--- config.mk ---
export PLATFORM = sky130hd
export DESIGN_NAME = rst_seq_mgr
export DESIGN_NICKNAME = d
export VERILOG_FILES = /design/src/rtl/rst_seq_mgr.sv
export SDC_FILE = /design/constraint.sdc
export NUM_CORES = 1
export LEC_CHECK = 0
export CAP_MARGIN = 20
export CORE_ASPECT_RATIO = 1.25
export CORE_MARGIN = 5
export CORE_UTILIZATION = 58
export DETAILED_ROUTE_END_ITERATION = 12
export PLACE_DENSITY = 0.83
export SLEW_MARGIN = 20
export SYNTH_ARGS = -nofsm -noshare
export SYNTH_HDL_FRONTEND = slang
export SYNTH_SLANG_ARGS = --single-unit
--- constraint.sdc ---
create_clock -name clk_i -period 2.1 [get_ports clk_i]
set_input_delay 0.21 -clock clk_i [delete_from_list [all_inputs] [get_ports clk_i]]
set_output_delay 0.21 -clock clk_i [all_outputs]
set_load 0.1 [all_outputs]
--- src/rtl/rst_seq_mgr.sv ---
// -----------------------------------------------------------------------------
// rst_seq_mgr
//
// Purpose:
//   Reset sequencer for a small SoC with NUM_DOMAINS reset domains. Domain 0 is
//   the debug domain. It leaves reset at the first clock edge after power-on
//   reset and is never reset again, except by rst_ni. Domains 1..N-1 are
//   released in a staggered sequence. They can be put back into reset by a
//   programming reset (prog_rst_ni), a non-debug-module reset (ndmreset_i) or
//   per-domain software requests (sw_rst_req_i). A sticky cause register
//   records why the last reset happened.
//
// Ports:
//   clk_i          in   system clock
//   rst_ni         in   asynchronous active-low power-on reset
//   prog_rst_ni    in   asynchronous active-low programming reset (synchronised)
//   ndmreset_i     in   synchronous active-high ndm reset request (level)
//   sw_rst_req_i   in   per-domain software reset request pulses (bit 0 ignored)
//   cause_clr_i    in   clears rst_cause_o (a same-cycle set wins for its bit)
//   domain_rst_no  out  registered active-low per-domain resets
//   rst_cause_o    out  sticky cause: [0] POR, [1] prog, [2] ndm, [3] sw
//   busy_o         out  high whenever the sequencer is not in RUN
// -----------------------------------------------------------------------------
module rst_seq_mgr #(
  parameter int NUM_DOMAINS    = 4,
  parameter int STRETCH_CYCLES = 8,
  parameter int SYNC_STAGES    = 2,
  parameter int BOOT_WAIT_PROG = 1
) (
  input  logic                   clk_i,
  input  logic                   rst_ni,
  input  logic                   prog_rst_ni,
  input  logic                   ndmreset_i,
  input  logic [NUM_DOMAINS-1:0] sw_rst_req_i,
  input  logic                   cause_clr_i,
  output logic [NUM_DOMAINS-1:0] domain_rst_no,
  output logic [3:0]             rst_cause_o,
  output logic                   busy_o
);

  // Stagger counter counts edges since RELEASE entry, up to the edge that
  // releases the last domain.
  localparam int STAG_MAX = (NUM_DOMAINS - 1) * STRETCH_CYCLES;
  localparam int STAG_W   = $clog2(STAG_MAX + 1);
  localparam int SW_W     = $clog2(STRETCH_CYCLES + 1);

  typedef enum logic [2:0] {
    ST_RESET   = 3'd0,
    ST_IDLE    = 3'd1,
    ST_PROG    = 3'd2,
    ST_HOLD    = 3'd3,
    ST_RELEASE = 3'd4,
    ST_RUN     = 3'd5
  } state_t;

  state_t              r_state;
  state_t              w_state_next;
  logic [STAG_W-1:0]   r_stag_cnt;
  logic [STAG_W-1:0]   w_stag_next;
  logic [STAG_W-1:0]   w_stag_inc;
  logic [3:0]          r_cause;
  logic [3:0]          w_cause_next;
  logic                r_dom0_n;

  logic [SYNC_STAGES-1:0] r_prog_sync;
  logic [SYNC_STAGES-1:0] r_sync_vld;
  logic                   w_prog_req;

  logic                w_releasing;
  logic                w_running;
  logic                w_enter_prog;
  logic                w_enter_hold;
  logic                w_sw_accept;

  // Debug domain never takes software resets.
  logic                w_unused_sw0;
  assign w_unused_sw0 = sw_rst_req_i[0];

  // ---------------------------------------------------------------------------
  // prog_rst_ni synchroniser. Its flops clear to 0 on power-on reset. A 0 in
  // the last stage would otherwise read as a programming request. r_sync_vld
  // shifts in ones alongside the data and marks when the data stage holds a
  // real sample of prog_rst_ni. Until then the block reports no request, so
  // power-on does not fake a programming pulse. Once valid, the latency from
  // a prog_rst_ni edge to its use is SYNC_STAGES edges.
  // ---------------------------------------------------------------------------
  always_ff @(posedge clk_i or negedge rst_ni) begin
    if (!rst_ni) begin
      r_prog_sync <= '0;
      r_sync_vld  <= '0;
    end else begin
      r_prog_sync <= {r_prog_sync[SYNC_STAGES-2:0], prog_rst_ni};
      r_sync_vld  <= {r_sync_vld[SYNC_STAGES-2:0], 1'b1};
    end
  end

  assign w_prog_req = r_sync_vld[SYNC_STAGES-1] & ~r_prog_sync[SYNC_STAGES-1];

  // ---------------------------------------------------------------------------
  // FSM state, stagger counter, cause register, debug-domain reset
  // ---------------------------------------------------------------------------
  always_ff @(posedge clk_i or negedge rst_ni) begin
    if (!rst_ni) begin
      r_state    <= ST_RESET;
      r_stag_cnt <= '0;
      r_cause    <= 4'b0001;
      r_dom0_n   <= 1'b0;
    end else begin
      r_state    <= w_state_next;
      r_stag_cnt <= w_stag_next;
      r_cause    <= w_cause_next;
      // The first edge after rst_ni deasserts releases the debug domain.
      r_dom0_n   <= 1'b1;
    end
  end

  assign w_stag_inc = r_stag_cnt + 1'b1;

  always_comb begin
    w_state_next = r_state;
    // The counter is zero in every state except RELEASE, so entry clears it.
    w_stag_next  = '0;

    case (r_state)
      ST_RESET: begin
        w_state_next = (BOOT_WAIT_PROG != 0) ? ST_IDLE : ST_RELEASE;
      end
      ST_IDLE: begin
        if (w_prog_req) w_state_next = ST_PROG;
      end
      ST_PROG: begin
        if (!w_prog_req) w_state_next = ST_RELEASE;
      end
      ST_HOLD: begin
        if (w_prog_req)       w_state_next = ST_PROG;
        else if (!ndmreset_i) w_state_next = ST_RELEASE;
      end
      ST_RELEASE: begin
        // A new request aborts the stagger. Programming wins over ndm.
        if (w_prog_req)      w_state_next = ST_PROG;
        else if (ndmreset_i) w_state_next = ST_HOLD;
        else begin
          w_stag_next = w_stag_inc;
          if (w_stag_inc == STAG_W'(STAG_MAX)) w_state_next = ST_RUN;
        end
      end
      ST_RUN: begin
        if (w_prog_req)      w_state_next = ST_PROG;
        else if (ndmreset_i) w_state_next = ST_HOLD;
      end
      default: begin
        w_state_next = ST_RESET;
      end
    endcase
  end

  // Staying in or finishing RELEASE drives the stagger pattern. Staying in
  // RUN services software requests. Every other path drives domains 1..N-1
  // low and clears their counters. That covers entry to PROG/HOLD and entry
  // to RELEASE.
  assign w_releasing  = (r_state == ST_RELEASE) &&
                        ((w_state_next == ST_RELEASE) || (w_state_next == ST_RUN));
  assign w_running    = (r_state == ST_RUN) && (w_state_next == ST_RUN);
  assign w_enter_prog = (w_state_next == ST_PROG) && (r_state != ST_PROG);
  assign w_enter_hold = (w_state_next == ST_HOLD) && (r_state != ST_HOLD);
  assign w_sw_accept  = w_running && (|sw_rst_req_i[NUM_DOMAINS-1:1]);

  always_comb begin
    w_cause_next    = cause_clr_i ? 4'b0000 : r_cause;
    w_cause_next[1] = w_cause_next[1] | w_enter_prog;
    w_cause_next[2] = w_cause_next[2] | w_enter_hold;
    w_cause_next[3] = w_cause_next[3] | w_sw_accept;
  end

  // ---------------------------------------------------------------------------
  // Per-domain reset registers and software stretch counters (domains 1..N-1)
  // ---------------------------------------------------------------------------
  genvar gi;
  generate
    for (gi = 1; gi < NUM_DOMAINS; gi++) begin : g_dom
      logic [SW_W-1:0] r_sw_cnt;
      logic [SW_W-1:0] w_sw_cnt_next;
      logic            r_dom_n;
      logic            w_dom_next;

      always_comb begin
        w_sw_cnt_next = '0;
        w_dom_next    = 1'b0;
        if (w_releasing) begin
          // Domain gi comes out at the gi*STRETCH_CYCLES-th edge after entry.
          w_dom_next = (w_stag_inc >= STAG_W'(gi * STRETCH_CYCLES));
        end else if (w_running) begin
          if (sw_rst_req_i[gi]) begin
            // Also restarts a stretch that is already running.
            w_sw_cnt_next = SW_W'(STRETCH_CYCLES);
            w_dom_next    = 1'b0;
          end else if (r_sw_cnt != '0) begin
            // The domain stays low until the counter reaches zero. It then
            // rises STRETCH_CYCLES edges after the request edge.
            w_sw_cnt_next = r_sw_cnt - 1'b1;
            w_dom_next    = (r_sw_cnt == SW_W'(1));
          end else begin
            w_dom_next    = 1'b1;
          end
        end
      end

      always_ff @(posedge clk_i or negedge rst_ni) begin
        if (!rst_ni) begin
          r_sw_cnt <= '0;
          r_dom_n  <= 1'b0;
        end else begin
          r_sw_cnt <= w_sw_cnt_next;
          r_dom_n  <= w_dom_next;
        end
      end

      assign domain_rst_no[gi] = r_dom_n;
    end
  endgenerate

  assign domain_rst_no[0] = r_dom0_n;
  assign rst_cause_o      = r_cause;
  assign busy_o           = (r_state != ST_RUN);

endmodule

==> results of run 1 <==
[per-stage QoR]
stage | instance area (µm²) | utilization (%) | setup slack (ns)
global route | 1588 | 66.09 | 0.2808
global placement | 1538 | 64.01 | 0.3110
finish | 1588 | 66.09 | 0.3965
floorplan | 1445 | - | 0.3585
CTS | 1588 | 66.09 | 0.3852
detailed placement | 1538 | 64.01 | 0.2706
[worst max-delay path by stage]
stage                    start              endpoint  cells after the start
global route        r_state[1]      g_dom[3].r_dom_n                      4
global placement    ndmreset_i  g_dom[3].r_sw_cnt[0]                      3
floorplan           r_state[1]  g_dom[3].r_sw_cnt[1]                      6
CTS                 r_state[1]  g_dom[1].r_sw_cnt[0]                      3
detailed placement  ndmreset_i  g_dom[1].r_sw_cnt[0]                      3
finish              r_state[1]  g_dom[3].r_sw_cnt[0]                      3
[logic make-up after synthesis]
family          synth area share, %
simple gates                  21.99
fa+ha+maj                     1.731
compound gates                12.56
xor+xnor                      2.425
flops                         53.77
buf+inv                       7.273
other cells                  0.2595
[placed cells by master, fill, tap and decap left out, drive strengths merged]
master	n
a221oi	1
clkbuf	7
nor2b	4
a32o	1
o21ai	3
o2bb2ai	3
a311oi	1
nor3b	1
a211oi	4
nand3	4
o21bai	1
and3	1
nor4	3
or4b	3
nand2b	1
dfstp	1
or3	4
a31oi	1
nand3b	1
xnor2	3
inv	3
buf	10
and2b	2
xor2	1
clkinv	1
clkdlybuf4s50	7
ha	2
a22oi	1
nor3	11
dfrtp	30
a21oi	6
nor2	17
a21o	1
conb	1
a22o	1
[power by group]
group          switching, W  internal (W)  total (W)
sequential        0.0000921      0.000653   0.000745
combinational      0.000328      0.000159   0.000487
clock              0.000195      0.000130   0.000325
[layer usage]
metal | up-vias | track usage (%) | share of wire [%]
li1 | 474 | - | -
met1 | 473 | 18.59 | 42
met2 | 20 | 26.18 | 50
met3 | 10 | 4.740 | 4.7
met4 | 0 | 12.15 | 3.6
met5 | - | 0 | 0
[flip-flops by register name, indices dropped and copies added, names as in the netlist]
name            cells
r_sync_vld          2
rst_cause_o         4
r_state             3
g_dom.r_sw_cnt     12
r_stag_cnt          5
g_dom.r_dom_n       3
r_prog_sync         2
[cell type report]
type | count | area share [%]
clock buffers | 7 | 2.837
clock inverters | 1 | 0.3152
inverters | 3 | 0.7092
multi-input cells | 83 | 35.46
flip-flops and latches | 31 | 48.94
well taps | 33 | 2.600
repair buffers | 17 | 9.141
==> results.sh, run 1 <==
export IMPL_ios=18
export IMPL_layout_drive_gt1_share_pct=20.42
export IMPL_fillCellCount=198
export IMPL_slowest_delay_ns=0.61
export IMPL_numCtsBuffers=5
export IMPL_die_width_um=54.65
export IMPL_placementRows=20
export IMPL_cpMaxStageDelayCell="or3_1"
export IMPL_relSlewSlack_pct=53.98
export IMPL_yosysWarnings=0
export IMPL_rrSetupSlack_ns=0.40
export IMPL_portBuffers=16
export IMPL_ys_seq_area_share_pct=53.77
export IMPL_vias=977
export IMPL_grt_max_degree=32
export IMPL_viasPerCell=5.583
export IMPL_crit_family="simple AND/OR/NAND/NOR gates"
export IMPL_synth_avg_cell_area_um2=11.47
export IMPL_path_max_fanout=16
export IMPL_gp_congestion=0.6803
export IMPL_synth_fp_nets=137
export IMPL_leakage_nw=0.7264
export IMPL_clockBufferDepth=2
export IMPL_worstSetupEndpointType="register"
export IMPL_die_area_um2=3596
export IMPL_total_power_w=0.001557
export IMPL_synth_common_cells="dfrtp_1 (30), nor2_1 (17), nor3_1 (8)"
export IMPL_syn_instance_count=126
export IMPL_tritoncts="done"
export IMPL_multiInputGateArea_um2=563.0
export IMPL_synth_edff_count=0
export IMPL_cts_root_buf="clkbuf_4"
export IMPL_dp_cells=167
export IMPL_cts_htree_levels=2
export IMPL_worstMarginPinSlew_ns=0.6902
export IMPL_synthArstFlopShare_pct=100.0
export IMPL_grt_pass1_wl_um=4153
export IMPL_final_nets=152
export IMPL_wl_um=2372
export IMPL_drv_cap=0
export IMPL_post_route_period_util_pct=81.12
export IMPL_worstSetupPathType="register to register"
export IMPL_firstDrtPassIters=5
export IMPL_yosysTopAreaCell="dfrtp_1"
export IMPL_ir_worst_vdd_uv=913.7
export IMPL_syn_to_final_growth_pct=9.870
export IMPL_syn_area_um2=1445
export IMPL_status="finished clean"
export IMPL_gr_total_overflow=0
export IMPL_rsz0062_at_grt="false"
export IMPL_whs_ns=0.2498
export IMPL_ctsHoldBuffers=0
export IMPL_regToRegStartpoint="r_state[1]"
export IMPL_power_density_nw_per_um2=980.4
export IMPL_clk_latency_ns=0.34
export IMPL_ys_types=39
export IMPL_fmax_ghz=0.5870
export IMPL_hpwl_um=1711
export IMPL_post_cts_setup_buffers=0
export IMPL_r2r_end="g_dom[3].r_sw_cnt[0]"
export IMPL_regArea_um2=777.0
export IMPL_postRouteAntennaNets=0
export IMPL_cp_cell_sequence="nand3b_4 -> or3_1 -> nor4_1"
export IMPL_drcViolationCount=0
export IMPL_worstRegToRegCells=3
export IMPL_clock_sinks=31
export IMPL_ys_ff_latch=31
export IMPL_synth_flop_cell="dfrtp_1"
export IMPL_synth_top_cell_area_share_pct=51.95
export IMPL_diodes=0
export IMPL_hold_class="primary input to asynchronous set/reset pin"
export IMPL_clk_pin_slew_ns=0.10
export IMPL_wl_per_cell_um=13.55
export IMPL_drt_iter0_markers=7
export IMPL_synth_area_top_cells="dfrtp_1 (52%), nor2_1 (4.4%), nor3_1 (2.8%)"
export IMPL_grtUsageTotal_pct=16.71
export IMPL_finalSetupViolations=0
export IMPL_cts_resized_gates=0
export IMPL_tns_ns=0
export IMPL_cp_required_ns=2.34
export IMPL_grt_antenna_before_repair=0
export IMPL_grt_pass1_vias=954
export IMPL_crit_arrival_ns=1.94
export IMPL_hold_viol_final=0
export IMPL_start_util_pct=60.16
export IMPL_yosysMostFrequentCell="dfrtp_1"
export IMPL_slew_violations=0
export IMPL_crit_path_start_kind="register"
export IMPL_fin_skew_ns=0.01467
export IMPL_path_buf_inv=0
export IMPL_fin_cells=175
export IMPL_period_needed_ns=1.703
export IMPL_core_area_um2=2402
export IMPL_fp_dieH_um=65.81
Note: power is estimated with default switching activity, not from simulation.
==> run 2, diff against run 1 <==
CORE_UTILIZATION = 48   (was 58)
PLACE_DENSITY = 0.73   (was 0.83)
clock period = 1.5 ns   (was 2.1 ns; I/O delays follow)
==> run 2 against run 1 <==
Net effect:
- worst hold slack worse by 0.044 ns
- utilization shrank 4.3 points
- non-clock buffer count rose by 8
- clock skew decreased by 0.0057 ns
- fmax grew 17%
==> results.sh, run 2 (same netlist as run 1, synthesis figures left out) <==
export IMPL_status="finished clean"
export IMPL_fin_cells=186
export IMPL_gp_congestion=0.7550
export IMPL_grt_pass1_wl_um=4664
export IMPL_viasPerCell=5.538
export IMPL_fmax_ghz=0.6889
export IMPL_die_width_um=59.08
export IMPL_slew_violations=0
export IMPL_placementRows=22
export IMPL_hold_viol_final=0
export IMPL_grtUsageTotal_pct=14.55
export IMPL_clockBufferDepth=2
export IMPL_cts_root_buf="clkbuf_4"
export IMPL_fp_dieH_um=71.35
export IMPL_rrSetupSlack_ns=0.05
export IMPL_path_max_fanout=16
export IMPL_diodes=0
export IMPL_syn_to_final_growth_pct=24.85
export IMPL_gr_total_overflow=0
export IMPL_top_register="g_dom.r_sw_cnt"
export IMPL_final_nets=160
export IMPL_postRouteAntennaNets=0
export IMPL_start_util_pct=49.53
export IMPL_relSlewSlack_pct=61.91
export IMPL_tritoncts="done"
export IMPL_vias=1030
export IMPL_die_area_um2=4215
export IMPL_wl_um=2707
export IMPL_cp_required_ns=1.73
export IMPL_fin_skew_ns=0.009015
export IMPL_drt_iter0_markers=41
export IMPL_core_area_um2=2918
export IMPL_mostFrequentLayoutCells="dfrtp_1 (30), nor2_1 (17), buf_12 (10), nor3_1 (8), buf_4 (8)"
export IMPL_finalSetupViolations=0
export IMPL_layout_commonest_cell="dfrtp_1"
export IMPL_ios=18
export IMPL_tns_ns=0
export IMPL_period_needed_ns=1.452
export IMPL_largest_reg_flops=12
export IMPL_regToRegStartpoint="r_prog_sync[1]"
export IMPL_drv_cap=0
export IMPL_wl_per_cell_um=14.55
export IMPL_clk_latency_ns=0.33
export IMPL_crit_path_start_kind="register"
export IMPL_post_route_period_util_pct=96.77
export IMPL_firstDrtPassIters=5
export IMPL_whs_ns=0.2054
export IMPL_clk_pin_slew_ns=0.09
export IMPL_worstSetupEndpointType="register"
export IMPL_ir_worst_vdd_uv=1267
export IMPL_crit_arrival_ns=1.68
export IMPL_numCtsBuffers=5
export IMPL_leakage_nw=0.8042
export IMPL_grt_antenna_before_repair=0
export IMPL_hpwl_um=1876
export IMPL_fin_util_pct=61.84
export IMPL_worstMarginPinSlew_ns=0.5670
export IMPL_clock_sinks=31
export IMPL_dp_cells=177
export IMPL_power_density_nw_per_um2=1339
export IMPL_grt_pass1_vias=1083
export IMPL_worstSetupPathType="register to register"
export IMPL_layout_drive_gt1_share_pct=26.67
export IMPL_grt_max_degree=32
export IMPL_worstRegToRegCells=4
export IMPL_portBuffers=16
export IMPL_drcViolationCount=0
export IMPL_cts_htree_levels=2
export IMPL_hold_class="primary input to asynchronous set/reset pin"
export IMPL_r2r_end="g_dom[2].r_sw_cnt[0]"
run 2: critical path: stages, from the launching register on:
cell	delay (ns)
dfrtp_1	0.36
and2b_4	0.21
or3_4	0.38
buf_12	0.16
nor4_1	0.23
run 2: metal layers:
layer  routed length, µm  track usage (%)  share of wire, %
met5                   0                0                 0
met4                  59            10.08               2.2
met1                1093            16.07                40
met3                 154            4.324               5.7
met2                1400            23.46                52
run 2: worst max path at each step:
stage,from,to,cells past startpoint
finish,r_prog_sync[1],g_dom[2].r_sw_cnt[0],4
global route,r_state[1],g_dom[2].r_sw_cnt[0],4
CTS,r_sync_vld[1],g_dom[1].r_sw_cnt[0],4
detailed placement,ndmreset_i,g_dom[3].r_sw_cnt[0],4
floorplan,r_state[1],g_dom[3].r_sw_cnt[1],6
global placement,ndmreset_i,g_dom[3].r_sw_cnt[0],4
run 2: layout make-up:
cell class                 instances  area [µm²]
sequential                        31       777.0
inverter                           3       11.26
fill                             258        1114
clock buffer                       8       48.80
tap                               36       45.04
timing repair buffer              25       330.3
multi-input combinational         83       591.8
run 2: per-stage QoR:
stage	power, W	area (µm²)	setup slack, ns
after floorplan	0.001685	1445	-0.2413
final	0.002416	1804	0.04847
after CTS	0.002396	1755	0.006401
after detailed placement	0.001934	1707	-0.05148
after global placement	0.001915	1707	0.001117
after global routing	0.002547	1804	-0.007524
run 2: power by group:
part / switching (W) / total (W) / internal (W)
clock: 0.000260 / 0.000447 / 0.000186
combinational: 0.000561 / 0.000966 / 0.000405
sequential: 0.0000893 / 0.00100 / 0.000915
total: 0.000910 / 0.00242 / 0.00151
run 2: repair_timing:
action                                  4_1_cts  5_1_grt
hold buffers                                  0        0
setup buffers                                 0        1
endpoints found under the setup margin        0        6
resized for setup                             0        8
endpoints found under the hold margin         0        0
==> run 3, diff against run 2 <==
CTS_CLUSTER_DIAMETER = 150   (was default)
PLACE_DENSITY = 0.74   (was 0.73)
==> run 3 against run 2 <==
Net effect:
- routed wire length fell by 7.5%
- clock skew down 0.0038 ns
- non-clock buffer count fell by 2
- critical path depth unchanged
- worst hold slack got worse by 0.015 ns
- cell count decreased by 1.1%
- flip-flop and latch count is the same
- utilization decreased by 0.64 points
- sequential power is essentially flat
- total power is 2.7% higher
==> results.sh, run 3 (same netlist as run 1, synthesis figures left out) <==
export IMPL_mostFrequentLayoutCells="dfrtp_1 (30), nor2_1 (17), buf_12 (9), nor3_1 (8), clkdlybuf4s50_1 (7)"
export IMPL_fin_skew_ns=0.005171
export IMPL_path_max_fanout=16
export IMPL_whs_ns=0.1905
export IMPL_fillCellCount=252
export IMPL_post_cts_setup_buffers=0
export IMPL_clockBufferDepth=2
export IMPL_clk_latency_ns=0.33
export IMPL_wl_per_cell_um=13.61
export IMPL_cts_resized_gates=0
export IMPL_endpoint="g_dom[1].r_sw_cnt[0]"
export IMPL_post_route_period_util_pct=97.17
export IMPL_start_util_pct=49.53
export IMPL_placementRows=22
export IMPL_layout_drive_gt1_share_pct=26.35
export IMPL_layout_commonest_cell="dfrtp_1"
export IMPL_crit_start="r_sync_vld[1]"
export IMPL_final_nets=158
export IMPL_die_area_um2=4215
export IMPL_clock_sinks=31
export IMPL_cts_root_buf="clkbuf_4"
export IMPL_tritoncts="done"
export IMPL_ctsHoldBuffers=0
export IMPL_numCtsBuffers=5
export IMPL_slew_violations=0
export IMPL_fmax_ghz=0.6861
export IMPL_crit_arrival_ns=1.70
export IMPL_clk_pin_slew_ns=0.09
export IMPL_grt_pass1_vias=965
export IMPL_leakage_nw=0.8002
export IMPL_grt_pass1_wl_um=4340
export IMPL_drcViolationCount=0
export IMPL_hold_viol_final=0
export IMPL_finalSetupViolations=0
export IMPL_cts_htree_levels=2
export IMPL_ir_worst_vdd_uv=1160
export IMPL_vias=1014
export IMPL_syn_to_final_growth_pct=23.55
export IMPL_hold_class="primary input to asynchronous set/reset pin"
export IMPL_cp_required_ns=1.74
export IMPL_worstRegToRegCells=4
export IMPL_status="finished clean"
export IMPL_portBuffers=16
export IMPL_r2r_end="g_dom[1].r_sw_cnt[0]"
export IMPL_hpwl_um=1790
export IMPL_slowest_delay_ns=0.39
export IMPL_worstSetupPathType="register to register"
export IMPL_grt_antenna_before_repair=0
export IMPL_power_density_nw_per_um2=1390
export IMPL_grt_max_degree=32
export IMPL_drt_iter0_markers=13
export IMPL_worstSetupEndpointType="register"
export IMPL_rsz0062_at_grt="true"
export IMPL_viasPerCell=5.511
export IMPL_diodes=0
export IMPL_period_needed_ns=1.458
export IMPL_die_width_um=59.08
export IMPL_crit_path_start_kind="register"
export IMPL_drv_cap=0
export IMPL_final_area_um2=1785
export IMPL_core_area_um2=2918
export IMPL_cp_cell_sequence="and2b_4 -> or3_1 -> buf_6 -> nor4_1"
export IMPL_postRouteAntennaNets=0
export IMPL_firstDrtPassIters=4
export IMPL_ios=18
export IMPL_placed_cell_area_um2=1699
export IMPL_largest_reg_flops=12
export IMPL_wl_um=2505
export IMPL_gp_congestion=0.7700
export IMPL_rrSetupSlack_ns=0.04
export IMPL_regToRegStartpoint="r_sync_vld[1]"
export IMPL_cpMaxStageDelayCell="dfrtp_1"
export IMPL_grtUsageTotal_pct=13.88
export IMPL_fp_dieH_um=71.35
export IMPL_gr_total_overflow=0
export IMPL_top_register="g_dom.r_sw_cnt"
run 3: cell types whose count changed in the layout (fill, tap and decap cells not counted), sizes merged:
cell / delta
buf: -2
run 3: cell type report:
class | instances | area (µm²) | area share [%]
inverter | 3 | 11.26 | 0.6307
multi-input combinational | 83 | 576.8 | 32.31
sequential | 31 | 777.0 | 43.52
timing repair buffer | 23 | 306.5 | 17.17
clock buffer | 8 | 68.82 | 3.854
tap | 36 | 45.04 | 2.523
run 3: routing by layer:
metal  vias to the layer above  part of all wire, %  global-route usage [%]
met4                         0                  2.7                   8.312
met3                         7                  6.5                   6.486
met5                         -                    0                       0
met2                        24                   48                   21.25
met1                       495                   43                   15.47
li1                        488                    -                       -
run 3: where the power goes:
part / internal (W) / switching, W
combinational: 0.000382 / 0.000555
sequential: 0.000915 / 0.0000787
clock: 0.000275 / 0.000276
run 3: worst min-delay path by stage:
stage              startpoint              endpoint  slack, ns  depth (start not counted)
2_1_floorplan          rst_ni      g_dom[1].r_dom_n      -0.15                          0
3_3_place_gp   r_prog_sync[0]        r_prog_sync[1]       0.34                          0
3_5_place_dp   r_prog_sync[0]        r_prog_sync[1]       0.34                          0
4_1_cts                rst_ni  g_dom[3].r_sw_cnt[2]       0.19                          2
5_1_grt                rst_ni            r_state[2]       0.21                          2
6_report               rst_ni  g_dom[3].r_sw_cnt[2]       0.19                          2
run 3: critical path: cells and delay by family (launching register included):
kind,cells,cell delay (ns)
buffers and inverters,1,0.17
AND/OR/NAND/NOR,3,0.79
flip-flops,1,0.39
run 3: stage by stage:
stage	TNS, ns	std cells	util (%)	total power [W]	setup slack (ns)
final	0	184	61.19	0.002482	0.04246
after global routing	-0.03968	184	61.19	0.002621	-0.02013
after CTS	0	184	60.59	0.002499	0.01736
after detailed placement	-0.03823	176	58.23	0.001940	-0.01835
after global placement	0	176	58.23	0.001915	0.007003
after floorplan	-3.249	126	-	0.001685	-0.2413
